## src/rtl/rom_arb_pkg.sv

```systemverilog
// Shared defaults, ROM image and FSM state type for the two-requester ROM arbiter.
// Optional feature macro used by rom_arbiter: ROM_ARB_ROUND_ROBIN_EN.
package rom_arb_pkg;

    localparam int ADDR_W_DEF = 2;
    localparam int DATA_W_DEF = 4;

    localparam int ROM_DEPTH  = 4;
    localparam int ROM_WORD_W = 4;

    // Word 0 sits in the least-significant nibble.
    localparam logic [ROM_DEPTH*ROM_WORD_W-1:0] ROM_CONTENTS = {
        4'b1100,
        4'b0011,
        4'b0101,
        4'b1010
    };

    typedef enum logic [1:0] {
        ST_IDLE = 2'd0,
        ST_READ = 2'd1,
        ST_RESP = 2'd2
    } state_t;

    // Addresses beyond the populated image read as zero.
    function automatic logic [ROM_WORD_W-1:0] rom_word(input logic [31:0] idx);
        if (idx < 32'(ROM_DEPTH)) begin
            return ROM_CONTENTS[idx*ROM_WORD_W +: ROM_WORD_W];
        end
        return '0;
    endfunction

endpackage

```

## src/rtl/rom_sync.sv

```systemverilog
// Synchronous ROM: the word for i_addr appears on o_data one cycle after i_en.
// The output register holds its value while i_en is low.
module rom_sync
    import rom_arb_pkg::*;
#(
    parameter int ADDR_W = ADDR_W_DEF,
    parameter int DATA_W = DATA_W_DEF
) (
    input  logic              clk,
    input  logic              rst,
    input  logic              i_en,
    input  logic [ADDR_W-1:0] i_addr,
    output logic [DATA_W-1:0] o_data
);

    logic [DATA_W-1:0] r_data;
    logic [DATA_W-1:0] w_word;

    assign w_word = DATA_W'(rom_word(32'(i_addr)));

    // NOTE: the contents are a constant, so only the read register is reset; it costs nothing and keeps o_data defined.
    always_ff @(posedge clk or posedge rst) begin
        if (rst) begin
            r_data <= '0;
        end else if (i_en) begin
            r_data <= w_word;
        end
    end

    assign o_data = r_data;

endmodule

```

## src/rtl/rom_arbiter.sv

```systemverilog
// Two-requester arbiter in front of a synchronous ROM, one transaction in flight.
// Define ROM_ARB_ROUND_ROBIN_EN to alternate ties; otherwise requester 0 wins ties.
module rom_arbiter
    import rom_arb_pkg::*;
#(
    parameter int ADDR_W = ADDR_W_DEF,
    parameter int DATA_W = DATA_W_DEF
) (
    input  logic                clk,
    input  logic                rst,
    input  logic [1:0]          req_valid,
    input  logic [2*ADDR_W-1:0] req_addr,
    output logic [1:0]          req_ready,
    output logic [1:0]          rsp_valid,
    output logic [2*DATA_W-1:0] rsp_data,
    input  logic [1:0]          rsp_ready,
    output logic                busy,
    output logic [7:0]          txn_count
);

    state_t            r_state;
    logic              r_owner;
    logic [ADDR_W-1:0] r_addr;
    logic [7:0]        r_txn_count;
`ifdef ROM_ARB_ROUND_ROBIN_EN
    logic              r_last_grant;
`endif

    logic              w_grant_idx;
    logic              w_req_fire;
    logic              w_rsp_fire;
    logic [ADDR_W-1:0] w_grant_addr;
    logic [DATA_W-1:0] w_rom_data;

    // NOTE: every always_comb output gets a default first so no path can infer a latch.
    always_comb begin
        w_grant_idx = 1'b0;
        if (req_valid == 2'b10) begin
            w_grant_idx = 1'b1;
        end
`ifdef ROM_ARB_ROUND_ROBIN_EN
        else if (req_valid == 2'b11) begin
            w_grant_idx = ~r_last_grant;
        end
`endif
    end

    // Ready goes only to the winner, so any ready in IDLE is also the handshake.
    assign w_req_fire   = !rst && (r_state == ST_IDLE) && (req_valid != 2'b00);
    assign req_ready    = w_req_fire ? (2'b01 << w_grant_idx) : 2'b00;
    assign w_grant_addr = w_grant_idx ? req_addr[ADDR_W +: ADDR_W] : req_addr[0 +: ADDR_W];
    assign w_rsp_fire   = (r_state == ST_RESP) && rsp_ready[r_owner];

    // NOTE: sequential state uses non-blocking assignments so every register samples pre-edge values.
    always_ff @(posedge clk or posedge rst) begin
        if (rst) begin
            r_state     <= ST_IDLE;
            r_owner     <= 1'b0;
            r_addr      <= '0;
            r_txn_count <= '0;
        end else begin
            case (r_state)
                ST_IDLE: begin
                    if (w_req_fire) begin
                        r_owner <= w_grant_idx;
                        r_addr  <= w_grant_addr;
                        r_state <= ST_READ;
                    end
                end
                ST_READ: begin
                    r_state <= ST_RESP;
                end
                ST_RESP: begin
                    if (w_rsp_fire) begin
                        r_state     <= ST_IDLE;
                        r_txn_count <= r_txn_count + 8'd1;
                    end
                end
                default: begin
                    r_state <= ST_IDLE;
                end
            endcase
        end
    end

`ifdef ROM_ARB_ROUND_ROBIN_EN
    // Resetting to 1 makes requester 0 the first tie winner.
    always_ff @(posedge clk or posedge rst) begin
        if (rst) begin
            r_last_grant <= 1'b1;
        end else if (w_rsp_fire) begin
            r_last_grant <= r_owner;
        end
    end
`endif

    rom_sync #(
        .ADDR_W (ADDR_W),
        .DATA_W (DATA_W)
    ) u_rom (
        .clk    (clk),
        .rst    (rst),
        .i_en   (r_state == ST_READ),
        .i_addr (r_addr),
        .o_data (w_rom_data)
    );

    always_comb begin
        rsp_valid = 2'b00;
        rsp_data  = '0;
        if (r_state == ST_RESP) begin
            if (r_owner) begin
                rsp_valid[1]               = 1'b1;
                rsp_data[DATA_W +: DATA_W] = w_rom_data;
            end else begin
                rsp_valid[0]          = 1'b1;
                rsp_data[0 +: DATA_W] = w_rom_data;
            end
        end
    end

    assign busy      = (r_state != ST_IDLE);
    assign txn_count = r_txn_count;

endmodule

```

## config.mk

```make
export PLATFORM = sky130hd
export DESIGN_NAME = rom_arbiter
export DESIGN_NICKNAME = d
export VERILOG_FILES = /design/src/rtl/rom_arb_pkg.sv /design/src/rtl/rom_sync.sv /design/src/rtl/rom_arbiter.sv
export SDC_FILE = /design/constraint.sdc
export NUM_CORES = 1
export LEC_CHECK = 0
export ABC_AREA = 1
export ABC_CLOCK_PERIOD_IN_PS = 3590
export CAP_MARGIN = 20
export CORE_MARGIN = 5
export CORE_UTILIZATION = 48
export DETAILED_ROUTE_END_ITERATION = 7
export HOLD_SLACK_MARGIN = 0.15
export MAX_ROUTING_LAYER = met4
export PLACE_DENSITY = 0.83
export SLEW_MARGIN = 20
export SYNTH_ARGS = -nofsm -noshare
export SYNTH_HDL_FRONTEND = slang
export SYNTH_SLANG_ARGS = --single-unit
```

## constraint.sdc

```tcl
create_clock -name clk -period 3.59 [get_ports clk]
set_clock_uncertainty 0.2 [all_clocks]
set_input_delay 0.718 -clock clk [delete_from_list [all_inputs] [get_ports clk]]
set_output_delay 0.718 -clock clk [all_outputs]
set_load 0.02 [all_outputs]
```

==> out/results.tsv <==
stage	metric	value	unit
sta	Max-slew headroom	57.2	%
clock_network	CTS tree	done	
clock_network	Clk Latency, worst-skew pair	0.28	ns
critical_path	r2r worst-path depth	4	
critical_path	crit path from	req_valid[0]	
finish	Fill cells	172	
clock_network	# resized after CTS	0	
finish	post-route insts no fill	192	
clock_network	Clock Sink Count	17	
finish	Ant. Diodes	0	
sta	fin crit period	3.23	ns
die	row cnt	16	
drt	drt wl/cell	10.7	um
finish	Multi-input gate area	427	sq um
die	Die X-Extent	54.3	um
critical_path	critical path type	in2out	
logic_synthesis	top cells by area, synth	dfrtp_1 45%, nand2_1 18%, inv_1 9.2%, nor2_1 7.6%, o21ai_0 4.8%	
finish	share of post-route cells with drive strength above 1	4.24	%
logic_synthesis	Yosys reg bits	17	
logic_synthesis	Syn. warnings	0	
place	RePlAce Congestion	0.832	
logic_synthesis	Synth top area share	45.2	%
pwr	P_leak	0.626	nW
logic_synthesis	cells after synthesis	131	
logic_synthesis	Synth Cell Area	942	sq um
critical_path	largest stage delay on the critical path	0.60	ns
die	DIE HEIGHT	54.3	um
sta	Max Slew Vio Count	0	
critical_path	CP dominant cell by count	clkdlybuf4s50_1	
drt	DRT Pass-1 Iters	4	
critical_path	Worst setup EP type	primary output	
place	Detail Placement HPWL	1660	um
drt	Routed Antenna Nets	0	
grt	GR Overflow Total	0	
sta	RSZ-0062 raised after global routing	no	
drt	drt drc	0	
logic_synthesis	Synth cell types	18	
grt	largest net degree at the start of global routing	18	
grt	first-pass GRT wire length	3430	um
min_path	hold path depth	2	
critical_path	worst reg2reg startpoint	r_owner	
pwr	total power	0.000828	W
grt	Total GRT Usage	16.3	%
clock_network	CTS buffer count	3	
run	Max Cap Viol	0	
pwr	Peak VDD IR	435	uV
critical_path	reg-to-reg slack, setup	2.15	ns
sta	worst slew pin tran	0.641	ns
status	status	complete, no violations	
drt	Vias/cell	4.51	
critical_path	Arrival @ worst endpoint	2.31	ns
drt	drt total wl	2050	um
logic_synthesis	Synth area leader	dfrtp_1	
clock_network	clock-pin slew on the worst setup and hold paths	0.10	ns
sta	# setup viols final	0	
critical_path	Worst path slowest cell	clkdlybuf4s50_1	
place	DP Cell Count	188	
clock_network	Max Buffers Root-to-Sink	2	
place	I/O Buffers	30	
min_path	Min-Delay Path Class	reg2reg	
finish	Area Overhead vs Synth	38.4	%
clock_network	postcts setup bufs	0	
logic_synthesis	sequential cell area fraction in the yosys report	45.2	%
grt	vias in the first global route	850	
critical_path	cell count along the critical path	6	
drt	initial DRC count	14	
grt	initial antenna violation count	0	
die	top-level port count	31	
critical_path	RR Endpoint	txn_count[4]	
pwr	PwrDens	635	mW/mm^2
die	Initial Util	49.0	%
critical_path	crit-path leading delay family	buffers and inverters	
drt	routed vias	865	
finish	nets	179	
critical_path	CP required	2.67	ns
critical_path	worst path cell trace	clkdlybuf4s50_1, nor2_1, nor3_4, nand2_1, inv_1, clkdlybuf4s50_1	
die	CORE AREA	0.00192	sq mm
critical_path	WP buf/inv	3	
critical_path	CP endpoint	req_ready[1]	
finish	sequential standard cell area	425	sq um
logic_synthesis	syn_nets	144	
sta	worst hold slack	0.317	ns
sta	setup_tns	0	ns
sta	Final Cycle Share	89.9	%
clock_network	clk root buf	clkbuf_4	
sta	FMAX	310	MHz
critical_path	Critical Path Start Type	input port	
logic_synthesis	Syn Area/Cell	7.19	sq um
clock_network	hold bufs inserted after CTS	0	
die	die area	0.00295	sq mm
sta	final hold violation count	0	
clock_network	H-tree levels	1	
critical_path	crit path max fanout	7	
## placed cells by master, fill, tap and decap left out, drive strengths merged
cell           synthesis  routed
nand2                 45      45
clkdlybuf4s50          0      30
inv                   24      24
nor2                  20      20
dfrtp                 17      17
o21ai                 10      10
nand3                  3       3
ha                     3       3
clkbuf                 0       3
nand4                  2       2
nor3                   1       1
a21oi                  1       1
xor2                   1       1
xnor2                  1       1
nand3b                 1       1
nor4                   1       1
o21bai                 1       1
clkinv                 0       1
## state kept, by name (all words and copies together), names as in the netlist
signal / flops
r_addr: 2
u_rom.o_data: 4
r_state: 2
txn_count: 8
r_owner: 1
## worst min path at each step
stage                               start              end  slack (ns)
final                        txn_count[7]     txn_count[7]        0.32
after global routing      u_rom.o_data[2]  u_rom.o_data[2]        0.35
after CTS                    txn_count[7]     txn_count[7]        0.33
after detailed placement     txn_count[7]     txn_count[7]        0.30
after global placement    u_rom.o_data[2]  u_rom.o_data[2]        0.27
after floorplan           u_rom.o_data[2]  u_rom.o_data[2]        0.25
## where the power goes
group          switching, W  internal, W
clock             0.0000595    0.0000413
combinational      0.000250     0.000172
sequential        0.0000493     0.000257
total              0.000358     0.000470
## routing by layer
metal	global-route usage, %	share of wire, %	routed length, um
met4	6.22	1.3	27
met5	-	0	0
met1	19.0	44	910
met2	28.9	51	1050
met3	1.36	2.9	59
## tightest hold or removal path, cell delays in order, from the launching register on
cell and delay, ns:
dfrtp_1 0.38, nand2_1 0.06, nand2_1 0.05
## synth_stat cells
master	number
o21ai_1	1
xnor2_1	1
nand2_1	45
xor2_1	1
nand3_1	3
inv_1	23
nor2_1	19
nor2_4	1
nand3b_1	1
dfrtp_1	17
nor4_1	1
nor3_4	1
nand4_1	2
o21bai_1	1
inv_2	1
a21oi_1	1
ha_1	3
o21ai_0	9
## cell families (layout without fill, tap and decap cells)
logic type      count (synthesis)  in the layout  synth area share (%)
compound gates                 12             12                  6.64
fa+ha+maj                       3              3                  3.98
buf+inv                        24             58                  9.56
xor+xnor                        2              2                  1.86
simple gates                   73             73                  32.8
flops                          17             17                  45.2
## per-stage QoR
stage | cell area [sq um] | worst slack (ns) | utilization (%)
floorplan | 942 | 1.18 | -
global placement | 1280 | 0.413 | 66.4
detailed placement | 1280 | 0.350 | 66.4
CTS | 1300 | 0.342 | 67.8
global route | 1300 | 0.282 | 67.8
finish | 1300 | 0.363 | 67.8
## layout make-up
| class | instances | area share [%] |
|---|---|---|
| timing repair buffer | 30 | 23.0 |
| inverter | 24 | 6.91 |
| clock buffer | 3 | 1.73 |
| clock inverter | 1 | 0.384 |
| sequential | 17 | 32.6 |
| tap | 27 | 2.59 |
| multi-input combinational | 90 | 32.7 |
(Power assumes the default switching activity.)
